--- src/rtl/a_path_pkg.sv ---
// Shared A-operand path types: FSM state encoding and the A word width.
// Used by the deserializer front end and by the A register.
package a_path_pkg;

    localparam int A_WIDTH = 8;

    typedef enum logic [1:0] {
        ST_IDLE   = 2'd0,
        ST_SHIFT  = 2'd1,
        ST_PARITY = 2'd2,
        ST_DONE   = 2'd3
    } state_t;

endpackage

--- src/rtl/a_deserializer_shift_in_reg.sv ---
// WIDTH-bit serial-in shift register with clear, enable and running even parity.
// Latency: one edge per accepted bit; no backpressure, shifts whenever en is high.
module shift_in_reg
    import a_path_pkg::*;
#(
    parameter int WIDTH     = A_WIDTH,
    parameter bit MSB_FIRST = 1'b1
) (
    input  logic             clk,
    input  logic             rst,
    input  logic             clr,
    input  logic             en,
    input  logic             din,
    output logic [WIDTH-1:0] q,
    output logic [WIDTH-1:0] nxt,
    output logic             par
);

    logic [WIDTH-1:0] q_r;

    // nxt is the value the register takes if din is accepted this cycle
    generate
        if (MSB_FIRST) begin : g_msb
            assign nxt = {q_r[WIDTH-2:0], din};
        end else begin : g_lsb
            assign nxt = {din, q_r[WIDTH-1:1]};
        end
    endgenerate

    always_ff @(posedge clk) begin
        if (rst || clr) begin
            q_r <= '0;
        end else if (en) begin
            q_r <= nxt;
        end
    end

    assign q   = q_r;
    assign par = ^q_r;

endmodule

--- src/rtl/a_deserializer.sv ---
// Framed serial-to-parallel front end for the A operand; optional even parity via A_DESER_PARITY_EN.
// Latency: load/err one cycle after the last accepted bit; no backpressure, bit_valid low simply stalls.
module a_deserializer
    import a_path_pkg::*;
#(
    parameter int WIDTH     = A_WIDTH,
    parameter bit MSB_FIRST = 1'b1
) (
    input  logic             clk,
    input  logic             rst,
    input  logic             frame_start,
    input  logic             bit_valid,
    input  logic             bit_in,
    output logic [WIDTH-1:0] data_out,
    output logic             load,
    output logic             busy,
    output logic             err
);

    localparam int             CW   = $clog2(WIDTH);
    localparam logic [CW-1:0]  LAST = CW'(WIDTH - 1);

    state_t           state_q, state_d;
    logic [CW-1:0]    cnt_q, cnt_d;
    logic [WIDTH-1:0] data_q, data_d;
    logic             load_q, load_d;
    logic             err_q, err_d;

    logic             sr_clr, sr_en;
    logic [WIDTH-1:0] sr_q, sr_nxt, sr_word;
    logic             sr_par;
    logic             sr_unused;

    shift_in_reg #(
        .WIDTH     (WIDTH),
        .MSB_FIRST (MSB_FIRST)
    ) u_sr (
        .clk (clk),
        .rst (rst),
        .clr (sr_clr),
        .en  (sr_en),
        .din (bit_in),
        .q   (sr_q),
        .nxt (sr_nxt),
        .par (sr_par)
    );

    // Word handed to data_out: the completed register after parity, or the
    // register including the bit being accepted when there is no parity phase.
`ifdef A_DESER_PARITY_EN
    assign sr_word   = sr_q;
    assign sr_unused = ^sr_nxt;
`else
    assign sr_word   = sr_nxt;
    assign sr_unused = ^{sr_q, sr_par};
`endif

    always_ff @(posedge clk) begin
        if (rst) begin
            state_q <= ST_IDLE;
            cnt_q   <= '0;
            data_q  <= '0;
            load_q  <= 1'b0;
            err_q   <= 1'b0;
        end else begin
            state_q <= state_d;
            cnt_q   <= cnt_d;
            data_q  <= data_d;
            load_q  <= load_d;
            err_q   <= err_d;
        end
    end

    always_comb begin
        state_d = state_q;
        cnt_d   = cnt_q;
        data_d  = data_q;
        load_d  = 1'b0;
        err_d   = 1'b0;
        sr_clr  = 1'b0;
        sr_en   = 1'b0;

        case (state_q)
            ST_IDLE: begin
                if (frame_start) begin
                    state_d = ST_SHIFT;
                    cnt_d   = '0;
                    sr_clr  = 1'b1;
                end
            end

            ST_SHIFT: begin
                if (frame_start) begin
                    // abort: restart the frame, the same-cycle bit is dropped
                    state_d = ST_SHIFT;
                    cnt_d   = '0;
                    sr_clr  = 1'b1;
                end else if (bit_valid) begin
                    sr_en = 1'b1;
                    if (cnt_q == LAST) begin
`ifdef A_DESER_PARITY_EN
                        state_d = ST_PARITY;
`else
                        state_d = ST_DONE;
                        load_d  = 1'b1;
                        data_d  = sr_word;
`endif
                    end else begin
                        cnt_d = cnt_q + CW'(1);
                    end
                end
            end

`ifdef A_DESER_PARITY_EN
            ST_PARITY: begin
                if (frame_start) begin
                    state_d = ST_SHIFT;
                    cnt_d   = '0;
                    sr_clr  = 1'b1;
                end else if (bit_valid) begin
                    if (sr_par ^ bit_in) begin
                        err_d   = 1'b1;
                        state_d = ST_IDLE;
                    end else begin
                        state_d = ST_DONE;
                        load_d  = 1'b1;
                        data_d  = sr_word;
                    end
                end
            end
`endif

            ST_DONE: begin
                if (frame_start) begin
                    state_d = ST_SHIFT;
                    cnt_d   = '0;
                    sr_clr  = 1'b1;
                end else begin
                    state_d = ST_IDLE;
                end
            end

            default: begin
                state_d = ST_IDLE;
            end
        endcase
    end

    assign data_out = data_q;
    assign load     = load_q;
    assign busy     = (state_q != ST_IDLE);
    assign err      = err_q;

endmodule
--- config.mk ---
export PLATFORM = sky130hd
export DESIGN_NAME = a_deserializer
export DESIGN_NICKNAME = d
export VERILOG_FILES = /design/src/rtl/a_path_pkg.sv /design/src/rtl/a_deserializer_shift_in_reg.sv /design/src/rtl/a_deserializer.sv
export SDC_FILE = /design/constraint.sdc
export NUM_CORES = 1
export LEC_CHECK = 0
export ABC_AREA = 1
export ABC_CLOCK_PERIOD_IN_PS = 3100
export CORE_ASPECT_RATIO = 1.4
export CORE_MARGIN = 2
export CORE_UTILIZATION = 40
export CTS_BUF_LIST = sky130_fd_sc_hd__clkbuf_16
export CTS_CLUSTER_DIAMETER = 80
export DETAILED_ROUTE_END_ITERATION = 12
export PLACE_DENSITY_LB_ADDON = 0.1
export SETUP_SLACK_MARGIN = 0.5
export SLEW_MARGIN = 20
export SYNTH_ARGS = -nofsm -noshare
export SYNTH_HDL_FRONTEND = slang
export SYNTH_SLANG_ARGS = --single-unit
--- constraint.sdc ---
create_clock -name clk -period 3.1 [get_ports clk]
set_clock_uncertainty 0.1 [all_clocks]
set_input_delay 0.93 -clock clk [delete_from_list [all_inputs] [get_ports clk]]
set_output_delay 0.93 -clock clk [all_outputs]
set_load 0.05 [all_outputs]
# Word-level counts from Yosys, hierarchy flattened
# Index checks and enable logic that the tools add are counted.
# word_totals
input_bits	5
register_bits	21
word_cells	44
out_inout_bits	11
# classes
n_mux	17
n_eq_ne	8
addsub	1
reduce_logical	10
bitwise	3
# ops
operator	n
$mux W3	4
$ne A3 B3 Y1 const B	3
$mux W2	4
$reduce_and A4 Y1	2
$mux W1	7
$pmux W2 S3	1
$pmux W3 S2	1
$reduce_bool A2 Y1	2
$reduce_or A4 Y1	1
$add A3 B1 Y3 const B	1
$eq A3 B3 Y1 const B	1
$not A1 Y1	3
$reduce_and A3 Y1	1
$reduce_or A3 Y1	1
$eq A2 B1 Y1 const B	1
$eq A2 B2 Y1 const B	1
$logic_not A2 Y1	1
$ne A2 B1 Y1 const B	1
$ne A2 B2 Y1 const B	1
$reduce_or A2 Y1	1
$logic_or A1 B1 Y1	1

# Logic depth before layout (Yosys ltp)
# Gate-level depths: netlist of the first run.
# logic_depth
depth_word	5
depth_mapped	9
ltp_nobuf	9

# Hierarchy
# A second synthesis of the first run with hierarchy kept.
# unflattened
hier_cells	191
hier_area_um2	1331.3
# modules_own_cells
module	cells_each	area_each_um2	instances	seq_area_each_um2
a_deserializer	107	754.5	1	280.3
shift_in_reg	84	576.8	1	160.2

# Worst setup path after synthesis of the first run
# Ideal clock, no wire load.
# synth_timing
path_type	register to output
start	register state_q[0]
end	output busy
setup_slack_ns	1.139
stages_incl_launch_ff	4
t_arrival_ns	0.931
required_time_ns	2.070
n_path_buf	0
cell_sequence	dfxtp_1 -> inv_1 -> ha_1 -> inv_1
# synth_between
elab_chain_len	1
# synth_rtl
item	line_no	rtl
start, declared	a_deserializer.sv:23	state_t state_q, state_d;
start signal, assigned	a_deserializer.sv:66	state_q <= state_d;
$reduce_bool A2 Y1	a_deserializer.sv:151	assign busy = (state_q != ST_IDLE);
end, declared	a_deserializer.sv:16	output logic busy,
# No other way between the ends.

# Worst setup path after layout of the first run
# Ends and elaborated chain as after synthesis.

==> impl_metrics.env, run 1 <==
export IMPL_grt_util_met2=0.2569
export IMPL_htree_num_levels=1
export IMPL_crit_buf_inv=3
export IMPL_grt_pass1_wl_um=3084
export IMPL_seq_area_frac_synth=0.4205
export IMPL_ios=16
export IMPL_end_kind="output port"
export IMPL_vias_per_cell=4.513
export IMPL_r2r_cells=8
export IMPL_cap_violations=0
export IMPL_setup_tns_ns=0
export IMPL_met1_usage=0.1330
export IMPL_initial_core_util=0.4181
export IMPL_yosys_warnings=0
export IMPL_firstDrtPassIters=4
export IMPL_avgSynthCellArea_um2=7.192
export IMPL_die_x_um=46.25
export IMPL_layout_common_cells="nand2_1 (32), nor2_1 (29), dfxtp_1 (21)"
export IMPL_drive_gt1_frac=0.05161
export IMPL_insertion_delay_ns=0.25
export IMPL_gp_congestion=0.6989
export IMPL_ant_nets=0
export IMPL_hold_viol=0
export IMPL_drc=0
export IMPL_status="complete, no violations"
export IMPL_grt_total_usage=0.1417
export IMPL_cp_slowest_stage_delay_ns=0.49
export IMPL_wire_per_inst_um=9.323
export IMPL_synth_distinct_cells=18
export IMPL_port_buffers=14
export IMPL_clk_path_buf_depth=2
export IMPL_grt_ovfl_total=0
export IMPL_grt_pass1_vias=773
export IMPL_clockRootBuffer="clkbuf_16"
export IMPL_dp_hpwl_um=1408
export IMPL_synth_fp_nets=151
export IMPL_start_kind="flop"
export IMPL_final_cell_count_no_fill=189
export IMPL_die_h_um=63.15
export IMPL_fillers=238
export IMPL_critPathTopFamily="buffers and inverters"
export IMPL_min_path_cells=2
export IMPL_crit_path_cell_trace="inv_1, ha_1, inv_1, clkdlybuf4s15_1"
export IMPL_ctsHoldBuffers=0
export IMPL_die_area_mm2=0.002921
export IMPL_wl_um=1762
export IMPL_dp_cells=185
export IMPL_grt_max_degree=15
export IMPL_syn_inst=139
export IMPL_num_vias=853
export IMPL_layout_cells_most_common="nand2_1"
export IMPL_post_cts_buffers=0
export IMPL_cts_made_buffers=3
export IMPL_core_mm2=0.002391
export IMPL_final_nets=168
export IMPL_max_freq_mhz=399.2
export IMPL_cp_depth=4
export IMPL_power_leakage_nw=0.5734
export IMPL_cts_sinks=21
export IMPL_cts_tree="built"
export IMPL_critical_path_max_fanout=4
export IMPL_grt_setup_unrepaired="false"
export IMPL_post_cts_resized=1
export IMPL_ir_drop_mv=0.3879
export IMPL_setup_viol_count_final=0
export IMPL_fin_crit_sh=0.8081
export IMPL_timing_worst_setup_path_type="flop to output port"
export IMPL_area_delta_synth_final_pct=25.03
export IMPL_gr_usage_met3=0.02865
export IMPL_clkTransAtPathRegs_ns=0.05
export IMPL_yosys_register_bits=21
export IMPL_path_common_cell="inv_1"
export IMPL_power_density_mw_per_mm2=689.6
export IMPL_finalCriticalPeriod_ns=2.505
export IMPL_dr_first_iter_drc_count=6
export IMPL_required_ns=2.07
export IMPL_antenna_found_initial=0
export IMPL_rows=21
export IMPL_cp_arrival_ns=1.48
export IMPL_slew_viol_final=0
export IMPL_globalRoute_busiestLayer="met2"
export IMPL_crit_slowest_cell="clkdlybuf4s15_1"
export IMPL_diodes=0
export IMPL_hp_class="flop to flop"
export IMPL_synth_area_um2=999.7
## flip-flops by register name (all words and copies together), names as in the netlist
signal and flops:
data_out 8, cnt_q 3, load 1, state_q 2
u_sr.q 7
## kinds of logic after synthesis
group                    after synthesis  share of synthesized area
other                                  1                   0.003751
AND/OR/NAND/NOR                       72                     0.3141
AO/OA/AOI/OAI                         18                    0.09012
adder cells (fa/ha/maj)                7                    0.08761
flip-flops                            21                     0.4205
buffers and inverters                 20                    0.08385
## metal layers
layer	up-vias	wire length, um
met4	0	47
met5	-	0
li1	459	-
met1	371	678
met2	18	980
met3	5	56
## worst paths after layout
path / start / to / slack [ns]
setup / recovery: state_q[0] / busy / 0.59
hold reg to reg: u_sr.q[6] / u_sr.q[6] / 0.36
hold / removal: u_sr.q[6] / u_sr.q[6] / 0.36
setup reg to reg: state_q[1] / cnt_q[0] / 1.58
## worst register-to-register path: cells and delay by family, from the launching register on
kind / cells / cell delay [ns]
buffers and inverters: 1 / 0.10
adder cells (fa/ha/maj): 1 / 0.37
AND/OR/NAND/NOR: 6 / 0.51
flip-flops: 1 / 0.38
## cell type report
class,count,area [um^2],area share
Timing Repair Buffer,14,140.1,0.1121
Clock buffer,3,75.07,0.06006
Sequential cell,21,420.4,0.3363
Multi-Input combinational cell,98,495.5,0.3964
Clock inverter,1,3.754,0.003003
Inverter,18,72.57,0.05806
Tap cell,34,42.54,0.03403
## cells in the mapped netlist
| cell | instances | area share |
|---|---|---|
| nand2_1 | 32 | 0.12 |
| nor2_1 | 29 | 0.11 |
| dfxtp_1 | 21 | 0.42 |
| inv_1 | 16 | 0.060 |
| a21oi_1 | 8 | 0.040 |
| ha_1 | 7 | 0.088 |
| o21ai_1 | 6 | 0.030 |
| nand3_1 | 5 | 0.025 |
| o21ai_0 | 4 | 0.020 |
| nand2_4 | 2 | 0.023 |
| nand4_1 | 2 | 0.013 |
| buf_4 | 1 | 0.0075 |
| clkbuf_1 | 1 | 0.0038 |
| clkinv_4 | 1 | 0.0088 |
| conb_1 | 1 | 0.0038 |
| inv_2 | 1 | 0.0038 |
| nor2_8 | 1 | 0.020 |
| nor3_1 | 1 | 0.0050 |
## through the flow
step,worst slack [ns],utilization,power (W),hold WS (ns),area (um^2)
after global routing,0.5180,0.5228,0.0009323,0.3927,1250
after global placement,0.5759,0.4898,0.0006024,0.3513,1171
after CTS,0.5579,0.5222,0.0008766,0.3663,1249
after detailed placement,0.5685,0.4898,0.0006093,0.3574,1171
after floorplan,1.139,-,0.0005461,0.3410,999.7
final,0.5948,0.5228,0.0008619,0.3643,1250
## where the power goes
group,switching [W],internal (W),total (W)
Clock,0.0000927,0.000172,0.000264
Combinational,0.000177,0.0000969,0.000274
Sequential,0.0000244,0.000299,0.000323
(Power assumes the default switching activity.)
==> run 2, diff against run 1 <==
Settings changed: ABC_CLOCK_PERIOD_IN_PS 3100 to 2600.
Clock period 3.1 ns to 2.6 ns, I/O delays scaled along.
==> impl_metrics.env, run 2 (same netlist as run 1, synthesis figures left out) <==
export IMPL_hp_class="flop to flop"
export IMPL_max_freq_mhz=492.6
export IMPL_ios=16
export IMPL_dr_first_iter_drc_count=14
export IMPL_dp_hpwl_um=1453
export IMPL_die_x_um=46.25
export IMPL_drc=0
export IMPL_cts_tree="built"
export IMPL_drive_gt1_frac=0.07051
export IMPL_cap_violations=0
export IMPL_rows=21
export IMPL_largest_reg_flops=8
export IMPL_diodes=0
export IMPL_layout_common_cells="nand2_1 (32), nor2_1 (29), dfxtp_1 (20)"
export IMPL_grt_pass1_wl_um=3111
export IMPL_insertion_delay_ns=0.25
export IMPL_clkTransAtPathRegs_ns=0.05
export IMPL_timing_worst_setup_path_type="flop to output port"
export IMPL_start_kind="flop"
export IMPL_cts_made_buffers=3
export IMPL_clockRootBuffer="clkbuf_16"
export IMPL_area_delta_synth_final_pct=24.91
export IMPL_grt_setup_unrepaired="false"
export IMPL_num_vias=839
export IMPL_pre_cts_ws_ns=0.3930
export IMPL_slew_viol_final=0
export IMPL_port_buffers=14
export IMPL_required_ns=1.72
export IMPL_cp_arrival_ns=1.15
export IMPL_power_density_mw_per_mm2=825.9
export IMPL_clk_path_buf_depth=2
export IMPL_cts_sinks=21
export IMPL_final_nets=169
export IMPL_die_area_mm2=0.002921
export IMPL_power_leakage_nw=0.6237
export IMPL_ant_nets=0
export IMPL_layout_cells_most_common="nand2_1"
export IMPL_gp_congestion=0.7360
export IMPL_grt_max_degree=12
export IMPL_finalCriticalPeriod_ns=2.030
export IMPL_wl_um=1773
export IMPL_ir_drop_mv=0.4291
export IMPL_wire_per_inst_um=9.332
export IMPL_grt_pass1_vias=811
export IMPL_firstDrtPassIters=4
export IMPL_setup_viol_count_final=0
export IMPL_antenna_found_initial=0
export IMPL_end_kind="output port"
export IMPL_setup_tns_ns=0
export IMPL_hold_viol=0
export IMPL_die_h_um=63.15
export IMPL_status="complete, no violations"
export IMPL_ctsHoldBuffers=0
export IMPL_fin_crit_sh=0.7808
export IMPL_core_mm2=0.002391
export IMPL_critical_path_max_fanout=4
export IMPL_grt_ovfl_total=0
export IMPL_grt_total_usage=0.1400
export IMPL_htree_num_levels=1
export IMPL_layout_setup_ws_ns=0.5700
export IMPL_initial_core_util=0.4181
export IMPL_vias_per_cell=4.416
run 2: cell count changes in the layout (fill, tap and decap cells not counted):
cell	change
buf_4	+1
buf_6	+1
clkdlybuf4s15_1	-1
clkdlybuf4s50_1	-9
dfxtp_1	-1
dfxtp_2	+1
dlygate4sd2_1	+9
run 2: path summary, 6_finish.rpt:
path,from,endpoint,slack [ns],cells after the start
hold reg to reg,data_out[6],data_out[6],0.37,2
hold / removal,data_out[6],data_out[6],0.37,2
setup / recovery,state_q[1],busy,0.57,4
setup reg to reg,state_q[1],cnt_q[0],1.08,7
run 2: through the flow:
step	total power [W]	cells	hold WS, ns	utilization	cell area, um^2
2_1_floorplan	0.0006511	139	0.3410	-	999.7
3_3_place_gp	0.0007172	186	0.3624	0.4919	1176
3_5_place_dp	0.0007244	186	0.3692	0.4919	1176
4_1_cts	0.001037	190	0.3774	0.5201	1244
5_1_grt	0.001118	190	0.4019	0.5222	1249
6_report	0.001031	190	0.3708	0.5222	1249
run 2: area by class of cell:
cell class / instances / area [um^2]
Clock buffer: 3 / 75.07
Clock inverter: 1 / 3.754
Fill cell: 228 / 1142
Inverter: 18 / 72.57
Multi-Input combinational cell: 98 / 495.5
Sequential cell: 21 / 421.7
Tap cell: 34 / 42.54
Timing Repair Buffer: 15 / 137.6
run 2: worst max-delay path, stage by stage, from the launching register on:
cell and delay (ns):
dfxtp_1 0.38, inv_1 0.10, ha_1 0.18, inv_1 0.08
buf_6 0.16
run 2: per-layer routing:
metal | share of wire | vias to the layer above | global-route usage
met1 | 0.41 | 362 | 0.1348
met5 | 0 | - | 0
met2 | 0.56 | 12 | 0.2726
met3 | 0.028 | 2 | 0.02579
met4 | 0.0079 | 0 | 0.04286
li1 | - | 463 | -
run 2: power breakdown:
| group | switching, W | internal [W] |
|---|---|---|
| Sequential | 0.0000270 | 0.000358 |
| Combinational | 0.000214 | 0.000123 |
| Clock | 0.000105 | 0.000204 |
run 2: timing repair:
item	CTS	global route
endpoints found under the setup margin	9	1
gates resized for setup	9	2
setup buffers	0	0
hold endpoints to repair	0	0
==> run 3, diff against run 2 <==
Settings changed: ABC_CLOCK_PERIOD_IN_PS 2600 to 2000.
Clock period 2.6 ns to 2 ns, I/O delays scaled along.
==> impl_metrics.env, run 3 (same netlist as run 1, synthesis figures left out) <==
export IMPL_status="complete, no violations"
export IMPL_largest_reg_flops=8
export IMPL_timing_worst_setup_path_type="flop to output port"
export IMPL_clk_path_buf_depth=2
export IMPL_area_delta_synth_final_pct=43.55
export IMPL_ant_nets=0
export IMPL_pre_cts_ws_ns=0.04376
export IMPL_finalCriticalPeriod_ns=1.738
export IMPL_antenna_found_initial=0
export IMPL_grt_pass1_vias=827
export IMPL_cp_slowest_stage_delay_ns=0.32
export IMPL_slew_viol_final=0
export IMPL_cap_violations=0
export IMPL_min_path_cells=2
export IMPL_die_area_mm2=0.002921
export IMPL_m1WireLength_um=794
export IMPL_num_vias=896
export IMPL_clockRootBuffer="clkbuf_16"
export IMPL_wire_per_inst_um=9.716
export IMPL_cp_arrival_ns=1.04
export IMPL_whs_endpoint="u_sr.q[2]"
export IMPL_layout_common_cells="nand2_1 (29), nor2_1 (27), dfxtp_1 (19)"
export IMPL_wl_met3_um=47
export IMPL_cts_made_buffers=3
export IMPL_start_kind="flop"
export IMPL_crit_slowest_cell="dfxtp_2"
export IMPL_rr_endpoint="cnt_q[0]"
export IMPL_grt_ovfl_total=0
export IMPL_hp_class="flop to flop"
export IMPL_grt_max_degree=13
export IMPL_die_x_um=46.25
export IMPL_r2r_cells=9
export IMPL_seqCellArea_um2=422.9
export IMPL_multi_input_area_um2=564.3
export IMPL_fin_crit_sh=0.8688
export IMPL_r2r_slack_ns=0.57
export IMPL_final_core_util=0.6002
export IMPL_insertion_delay_ns=0.25
export IMPL_wl_um=1953
export IMPL_die_h_um=63.15
export IMPL_cts_sinks=21
export IMPL_power_leakage_nw=0.6418
export IMPL_hold_viol=0
export IMPL_crit_path_cell_trace="inv_2, ha_4, clkinvlp_4, buf_12"
export IMPL_end_kind="output port"
export IMPL_max_freq_mhz=575.5
export IMPL_ir_drop_mv=0.7219
export IMPL_grt_total_usage=0.1498
export IMPL_firstDrtPassIters=4
export IMPL_required_ns=1.30
export IMPL_clkTransAtPathRegs_ns=0.06
export IMPL_final_nets=180
export IMPL_final_cell_count_no_fill=201
export IMPL_diodes=0
export IMPL_hp_start="u_sr.q[2]"
export IMPL_dp_cells=188
export IMPL_port_buffers=14
export IMPL_ios=16
export IMPL_grt_pass1_wl_um=3381
export IMPL_ctsHoldBuffers=0
export IMPL_critical_path_max_fanout=2
export IMPL_grt_setup_unrepaired="true"
export IMPL_htree_num_levels=1
export IMPL_gp_congestion=0.7073
export IMPL_power_density_mw_per_mm2=1104
export IMPL_routed_top_layer="met4"
export IMPL_layout_cells_most_common="nand2_1"
export IMPL_worst_hold_slack_ns=0.3748
export IMPL_fillers=230
export IMPL_dp_hpwl_um=1388
export IMPL_vias_per_cell=4.458
export IMPL_drc=0
export IMPL_layout_setup_ws_ns=0.2625
export IMPL_r2r_start="cnt_q[0]"
export IMPL_initial_core_util=0.4181
export IMPL_dr_first_iter_drc_count=15
export IMPL_setup_viol_count_final=0
export IMPL_drive_gt1_frac=0.2994
export IMPL_rows=21
export IMPL_cts_tree="built"
export IMPL_wl_met2_um=1091
export IMPL_setup_tns_ns=0
export IMPL_core_mm2=0.002391
[run 3: cell count changes in the layout (fill, tap and decap cells not counted), moves of 3 or more]
cell | before | now
ha_1 | 7 | 3
clkdlybuf4s50_1 | 4 | 1
inv_2 | 1 | 6
nand2_2 | 0 | 3
dlygate4sd2_1 | 9 | 3
buf_6 | 1 | 5
inv_1 | 17 | 9
nand2_1 | 32 | 29
buf_4 | 1 | 15
[run 3: critical path, delay by kind of cell, from the launching register on]
| kind | cells | cell delay (ns) |
|---|---|---|
| fa+ha+maj | 1 | 0.14 |
| buf+inv | 3 | 0.32 |
| flops | 1 | 0.32 |
[run 3: layout make-up]
class | count | area share
Tap cell | 34 | 0.02964
Inverter | 18 | 0.05580
Multi-Input combinational cell | 98 | 0.3932
Sequential cell | 21 | 0.2947
Timing Repair Buffer | 26 | 0.1709
Clock inverter | 1 | 0.003487
Clock buffer | 3 | 0.05231
[run 3: worst max path at each step]
stage	from	end	slack [ns]	cells past startpoint
global route	state_q[0]	busy	0.23	4
floorplan	state_q[1]	busy	0.53	3
detailed placement	frame_start	cnt_q[0]	0.04	8
finish	state_q[0]	busy	0.26	4
CTS	state_q[0]	busy	0.27	4
global placement	frame_start	data_out[5]	0.07	7
[run 3: metrics by stage]
stage / power [W] / area [um^2]
finish: 0.001585 / 1435
global route: 0.001695 / 1435
CTS: 0.001515 / 1356
detailed placement: 0.001024 / 1199
global placement: 0.001018 / 1199
floorplan: 0.0008861 / 1017
[run 3: per-layer routing]
layer	vias up	track usage
met5	-	0
li1	485	-
met1	395	0.1661
met3	2	0.02006
met2	14	0.2656
met4	0	0.06429
[run 3: power breakdown]
| part | leakage [nW] | switching (W) | internal, W |
|---|---|---|---|
| registers | 0.171 | 0.0000328 | 0.000466 |
| clock network | 0.0409 | 0.000146 | 0.000268 |
| logic | 0.430 | 0.000365 | 0.000307 |
| total | 0.642 | 0.000544 | 0.00104 |
[run 3: what timing repair did]
| action | CTS | global route |
|---|---|---|
| gates resized for setup | 9 | 19 |
| setup endpoints to repair | 21 | 25 |
| pin swaps | 2 | 1 |
| setup buffers | 7 | 2 |
| gates cloned | 0 | 0 |
| endpoints found under the hold margin | 0 | 0 |
